==> src/rtl/cus41_address_decoder.sv <==
// System 86 address decoder: main/sub 6809 chip selects and write strobes,
// vblank IRQ generation, Q-phase clock and frame watchdog driving nMRES.
module cus41_address_decoder (
    input  logic         CLK_6M,
    input  logic         rst,
    input  logic [15:11] MA,
    input  logic         nMWE,
    input  logic         nVBLA,
    input  logic         CLK_0,
    input  logic         CLK_1,
    input  logic         nSWE,
    input  logic         SA15,
    input  logic         SA14,
    input  logic         SA13,
    input  logic         SA12,
    input  logic         SA11,
    output logic         nMRES,
    output logic         nMINT,
    output logic         nSINT,
    output logic         Q,
    output logic         nMCS0,
    output logic         nMCS1,
    output logic         nMCS2,
    output logic         nMCS3,
    output logic         nMCS4,
    output logic         nMROM,
    output logic         nSND,
    output logic         nLTH0,
    output logic         nLTH1,
    output logic         SCS0,
    output logic         SCS1,
    output logic         SCS2,
    output logic         SCS3,
    output logic         SCS4,
    output logic         SROM
);

    localparam logic [3:0] WD_LIMIT   = 4'd8;
    localparam logic [5:0] RST_CYCLES = 6'd32;

    logic [4:0]  sa_blk;
    logic [31:0] mhit;
    logic [31:0] shit;
    logic        dec_en;
    logic        wr_m;
    logic        wr_s;
    logic        kick_m;
    logic        kick_s;
    logic        ack_m;
    logic        ack_s;

    assign sa_blk = {SA15, SA14, SA13, SA12, SA11};

    // One-hot 2 KB block hit vectors for both CPUs.
    genvar gi;
    generate
        for (gi = 0; gi < 32; gi++) begin : g_blk
            assign mhit[gi] = (MA == 5'(gi));
            assign shit[gi] = (sa_blk == 5'(gi));
        end
    endgenerate

    assign dec_en = ~rst;
    assign wr_m   = dec_en & ~nMWE & CLK_0;
    assign wr_s   = dec_en & ~nSWE & CLK_1;

    assign nMCS0 = ~(dec_en & (|mhit[3:0]));
    assign nMCS1 = ~(dec_en & (|mhit[7:4]));
    assign nSND  = ~(dec_en & mhit[8]);
    assign nMCS2 = ~(dec_en & (|mhit[11:9]));
    assign nMCS3 = ~(dec_en & (|mhit[15:12]));
    assign nMROM = ~(dec_en & nMWE & (|mhit[31:16]));
    assign nLTH0 = ~(wr_m & mhit[18]);
    assign nLTH1 = ~(wr_m & mhit[19]);
    assign nMCS4 = ~(wr_m & mhit[20]);

    assign SCS0 = dec_en & (|shit[3:0]);
    assign SCS1 = dec_en & (|shit[7:4]);
    assign SCS2 = dec_en & (|shit[11:8]);
    assign SCS3 = dec_en & (|shit[15:12]);
    assign SROM = dec_en & nSWE & (|shit[31:16]);
    assign SCS4 = wr_s & shit[18];

    assign kick_m = wr_m & mhit[16];
    assign ack_m  = wr_m & mhit[17];
    assign kick_s = wr_s & shit[16];
    assign ack_s  = wr_s & shit[17];

    logic       vb_q;
    logic       mint_q, mint_d;
    logic       sint_q, sint_d;
    logic       km_q, km_d;
    logic       ks_q, ks_d;
    logic [3:0] cnt_q, cnt_d;
    logic [5:0] pulse_q, pulse_d;
    logic       nmres_q, nmres_d;
    logic       q_q;
    logic       vb_fall;

    always_comb begin
        vb_fall = vb_q & ~nVBLA;
        mint_d  = vb_fall ? 1'b1 : (ack_m ? 1'b0 : mint_q);
        sint_d  = vb_fall ? 1'b1 : (ack_s ? 1'b0 : sint_q);
        km_d    = km_q | kick_m;
        ks_d    = ks_q | kick_s;
        cnt_d   = cnt_q;
        pulse_d = pulse_q;
        nmres_d = nmres_q;

        if (vb_fall && (cnt_q != WD_LIMIT)) begin
            cnt_d = cnt_q + 4'd1;
        end
        if (km_q && ks_q) begin
            cnt_d = 4'd0;
            km_d  = kick_m;
            ks_d  = kick_s;
        end

        // nMRES stays low while the pulse counter is non-zero; the
        // watchdog state is held cleared for the whole pulse.
        if (pulse_q != 6'd0) begin
            pulse_d = pulse_q - 6'd1;
            nmres_d = 1'b0;
        end else if (cnt_q == WD_LIMIT) begin
            pulse_d = RST_CYCLES - 6'd1;
            nmres_d = 1'b0;
        end else begin
            nmres_d = 1'b1;
        end
        if ((pulse_q != 6'd0) || !nmres_q || (cnt_q == WD_LIMIT)) begin
            cnt_d = 4'd0;
            km_d  = 1'b0;
            ks_d  = 1'b0;
        end
    end

    always_ff @(posedge CLK_6M) begin
        if (rst) begin
            vb_q    <= 1'b1;
            mint_q  <= 1'b0;
            sint_q  <= 1'b0;
            km_q    <= 1'b0;
            ks_q    <= 1'b0;
            cnt_q   <= 4'd0;
            pulse_q <= RST_CYCLES;
            nmres_q <= 1'b0;
            q_q     <= 1'b0;
        end else begin
            vb_q    <= nVBLA;
            mint_q  <= mint_d;
            sint_q  <= sint_d;
            km_q    <= km_d;
            ks_q    <= ks_d;
            cnt_q   <= cnt_d;
            pulse_q <= pulse_d;
            nmres_q <= nmres_d;
            q_q     <= CLK_0;
        end
    end

    assign nMRES = nmres_q;
    assign nMINT = ~mint_q;
    assign nSINT = ~sint_q;
    assign Q     = q_q;

endmodule

==> config.mk <==
export PLATFORM = sky130hd
export DESIGN_NAME = cus41_address_decoder
export DESIGN_NICKNAME = d
export VERILOG_FILES = /design/src/rtl/cus41_address_decoder.sv
export SDC_FILE = /design/constraint.sdc
export NUM_CORES = 1
export LEC_CHECK = 0
export CELL_PAD_IN_SITES_DETAIL_PLACEMENT = 0
export CELL_PAD_IN_SITES_GLOBAL_PLACEMENT = 1
export CORE_AREA = 2 2 57 64
export DETAILED_ROUTE_END_ITERATION = 10
export DIE_AREA = 0 0 59 66
export HOLD_SLACK_MARGIN = 0.12
export PLACE_DENSITY_LB_ADDON = 0.1
export SLEW_MARGIN = 20
export SYNTH_ARGS = -nofsm -noshare
export SYNTH_HDL_FRONTEND = slang
export SYNTH_SLANG_ARGS = --single-unit
==> constraint.sdc <==
create_clock -name CLK_6M -period 2.75 [get_ports CLK_6M]
set_input_delay 0.55 -clock CLK_6M [delete_from_list [all_inputs] [get_ports CLK_6M]]
set_output_delay 0.55 -clock CLK_6M [all_outputs]
set_load 0.005 [all_outputs]
* Yosys cells after proc, flatten, opt, wreduce, memory -nomap -nowiden *
Cells that the tools add are included.

cells by class
  $add $sub $neg = 2
  $mul = 0
  divide/modulo/power cells = 0
  $lt $le $gt $ge = 0
  eq/ne operators = 64
  shifts and indexed selects = 0
  multiplexer cells = 9
  bitwise operators = 43
  reductions and logical operators = 24

operator list
  operator             count
  $eq 5x5->1 const B   32
  $eq 5x4->1 const B   16
  $eq 5x3->1 const B   8
  $reduce_or 16->1     2
  $reduce_or 4->1      7
  $and 1x1->1          26
  $eq 5x2->1 const B   4
  $not 1->1            15
  $mux 6               2
  $eq 5x1->1 const B   2
  $logic_not 5->1      2
  $mux 1               7
  $reduce_bool 2->1    3
  $reduce_bool 6->1    1
  $reduce_or 3->1      2
  $sub 6x1->6 const B  1
  $add 4x1->4 const B  1
  $eq 4x4->1 const B   1
  $ne 4x4->1 const B   1
  $reduce_or 2->1      2
  $logic_and 1x1->1    2
  $logic_or 1x1->1     2
  $or 1x1->1           2
  $logic_not 1->1      1

word-level totals
  register bits after elaboration = 17
  latch bits = 0
  bits in writable memories = 0
  ROM bits = 0
  input port bits = 17
  output and inout port bits = 19
  logic and storage cells = 151
  memories kept = 0

* Longest topological paths before layout *
  depth in word-level cells = 6
  gate-level depth with buffers = 7
  gate-level depth less buffers = 5

* Least setup slack after synthesis *
No wires, ideal clock.

  path type = register to register
  start = register pulse_q[0]
  end = register cnt_q[0]
  setup time = 95 ps
  data arrival time = 1872 ps
  required time = 2655 ps
  path slack = 783 ps
  cell stages (with the launch flop) = 8
  buffers on the path = 2
  clock period less this slack = 1967 ps
  cell sequence = dfxtp_1 > inv_1 > ha_1 > or4b_1 > clkbuf_2 > or4_1 > buf_2 > a221oi_1

between the ends
  longest elaborated chain between the ends = 4

ends and longest elaborated chain
  element                           line  text
  start, declared                   95    logic [5:0] pulse_q, pulse_d;
  start signal, assigned            155   pulse_q <= pulse_d;
  $reduce_bool 6->1                 130   if ((pulse_q != 6'd0) || !nmres_q || (cnt_q == WD_LIMIT)) begin
  $logic_or 1x1->1 (2 in series)    130
  $reduce_or 3->1 (no source line)  n/a
  end signal, assigned              154   cnt_q <= cnt_d;
  end, declared                     94    logic [3:0] cnt_q, cnt_d;

Every way passes these cells.
A chain may end at the register's enable or synchronous reset.

* Final worst setup path *
  start = input SA13
  end = output SCS4

between the ends
  longest elaborated chain between the ends = 2

ends and longest elaborated chain
  element          line  text
  start, declared  14    input logic SA13,
  $eq 5x5->1       59    assign shit[gi] = (sa_blk == 5'(gi));
  $and 1x1->1      82    assign SCS4 = wr_s & shit[18];
  end, declared    34    output logic SCS4,

Every way passes these cells.

==> impl_metrics.toml <==
[run_status]
status = "finished clean"

[yosys]
synth_area_per_cell_um2 = 8.424
synth_edf_count = 0
synthesis.nets = 137
synthTopCellsByCount = "dfxtp_1 (17), inv_1 (10), nand3_1 (8), nor2_1 (8), o21ai_0 (6)"
synth_area_um2 = 977.2
yosys.area.top_type_share = 0.3483
synth_seq_cells = 17
syn_inst = 116
synth_area_leaders = "dfxtp_1 (35%), ha_1 (5.1%), a221oi_1 (4.5%)"
ys.flop_type = "dfxtp_1"
ys_async_sr_fraction = 0
synth_most_common_cell = "dfxtp_1"
netlist.top_cell.by_area = "dfxtp_1"
synth-seq-area-share = 0.3483
synth.distinct_cells = 41
yosysWarnings = 0

[finish]
final_nets = 180
finalCoreUtilization = 0.4468
stdcell_area_um2 = 1451
nFillCells = 334
antenna_cells = 0
multi_input_area_um2 = 584.3
area_delta_synth_final_pct = 48.53
drive_gt1_frac = 0.1266
seq_area_um2 = 340.3
fin_cells = 194

[clocking]
clock_latency_ns = 0.29
cts_buffer_depth = 2
tritoncts = "yes"
clock_sinks = 17
numCtsBuffers = 3
cts-root-buf = "clkbuf_4"
clk_pin_slew_worst_paths_ns = 0.10
htree_levels = 1

[power]
powerDensity_nw_per_um2 = 478.7
p_leak_nw = 0.5433
peakVddDrop_v = 0.0001476
p_total_mw = 0.6948

[die]
die_w_um = 59
fp.coreArea_um2 = 3248
die_area_um2 = 3894
io_pins = 36
die_y_um = 66
rows = 22
start_util = 0.3008

[grt]
grt_pass1_wl_mm = 4.498
grt_usage = 0.1500
grt_pass1_vias = 1030
overflow = 0
grt_max_degree = 18
grt_antenna_before_repair = 0

[place]
placed_area_um2 = 1414
io_buffers = 35
dpl.hpwl_mm = 2.031
placed_cells = 190
place_congestion = 0.7385

[route]
viasPerCell = 5.273
drcViolationCount = 0
vias = 1023
drt_first_pass_iters = 4
ant_nets = 0
wl_mm = 2.642
drtIter0Drc = 21
wl_per_cell_um = 13.62

[timing]
rsz0062_at_grt = "yes"
maxSlewViolCount = 0
min_period_over_period = 0.9731
hold_violations = 0
setup_viol = 0
layout_min_cycle_time_ns = 2.676
relSlewSlack = 0.7005
max_freq_ghz = 0.3737
setup_tns_ns = 0
worst_pin_slew_ns = 0.4458
skew_ns = 0.003806

[run]
cap_viol_max_count = 0

[critical_path]
r2r_cells = 5
end_kind = "output pin"
r2r_setup_slack_ns = 0.63
worst_setup_path_start_kind = "input port"
crit_fanout = 2
critPathArrivalTime_ns = 2.13
required_ns = 2.20
path_class = "in2out"

[worst_hold_path]
holdPathStages = 1
hold_path.class = "reg2reg"
==> per-layer routing <==
layer	track usage	vias to the layer above	wire, um
met5	0	-	0
li1	-	512	-
met3	0.03718	4	189
met4	0.06818	0	42
met1	0.1784	471	1225
met2	0.2500	36	1184
==> metrics by stage <==
step	setup WS [ns]	hold slack [ns]
floorplan	0.7827	0.4641
global placement	0.02398	0.4943
detailed placement	0.01892	0.5039
CTS	0.009368	0.5134
global route	-0.01351	0.5441
finish	0.07399	0.5090
==> state kept, by name, indices dropped and copies added (netlist names) <==
name and count:
pulse_q 6, sint_q 1, Q 1, nMRES 1
ks_q 1, vb_q 1, cnt_q 4, km_q 1
mint_q 1
==> kinds of logic (layout without fill, tap and decap cells) <==
logic type,Yosys count,after routing,share of synthesized area
AO/OA/AOI/OAI,25,25,0.1844
XOR/XNOR,1,1,0.008965
adder cells (fa/ha/maj),4,4,0.05122
buffers and inverters,16,58,0.06530
flip-flops,17,17,0.3483
AND/OR/NAND/NOR,53,53,0.3419
==> power by group <==
group | leakage (nW) | switching (mW) | internal (mW)
Combinational | 0.389 | 0.0953 | 0.126
Sequential | 0.140 | 0.0489 | 0.288
Clock | 0.0150 | 0.0795 | 0.0564
==> critical path, stage by stage <==
cell and delay (ns):
clkdlybuf4s50_1 0.43, nor4b_2 0.30, and2_1 0.19, and3_1 0.16, clkdlybuf4s50_1 0.49
==> final timing paths <==
| path | start | to |
|---|---|---|
| min reg2reg | pulse_q[0] | pulse_q[0] |
| max reg2reg | pulse_q[0] | cnt_q[1] |
| max | SA13 | SCS4 |
| min | pulse_q[0] | pulse_q[0] |
==> cell type report <==
| cell class | instances | share of cell area |
|---|---|---|
| Multi-Input combinational cell | 83 | 0.4026 |
| Timing Repair Buffer | 44 | 0.2879 |
| Sequential cell | 17 | 0.2345 |
| Tap cell | 36 | 0.03103 |
| Inverter | 10 | 0.02586 |
| Clock buffer | 4 | 0.01810 |
==> placed cells by master, fill, tap and decap left out, drive strengths merged, types with 2 or more instances in the layout <==
cell,instances
a21oi,4
a221oi,5
a41oi,2
and3,2
buf,9
clkbuf,4
clkdlybuf4s50,35
dfxtp,17
ha,4
inv,10
nand2b,4
nand3,8
nand3b,4
nor2,8
nor2b,2
nor3,5
nor4,2
nor4b,3
o21ai,6
or2,2
or3,2
or4,2
or4b,2
==> repair_timing <==
item / 4_1_cts / 5_1_grt
setup endpoints to repair: 0 / 3
gates resized for setup: 0 / 2
buffers inserted: 0 / 0
hold buffers: 0 / 0
(Power assumes the default switching activity.)
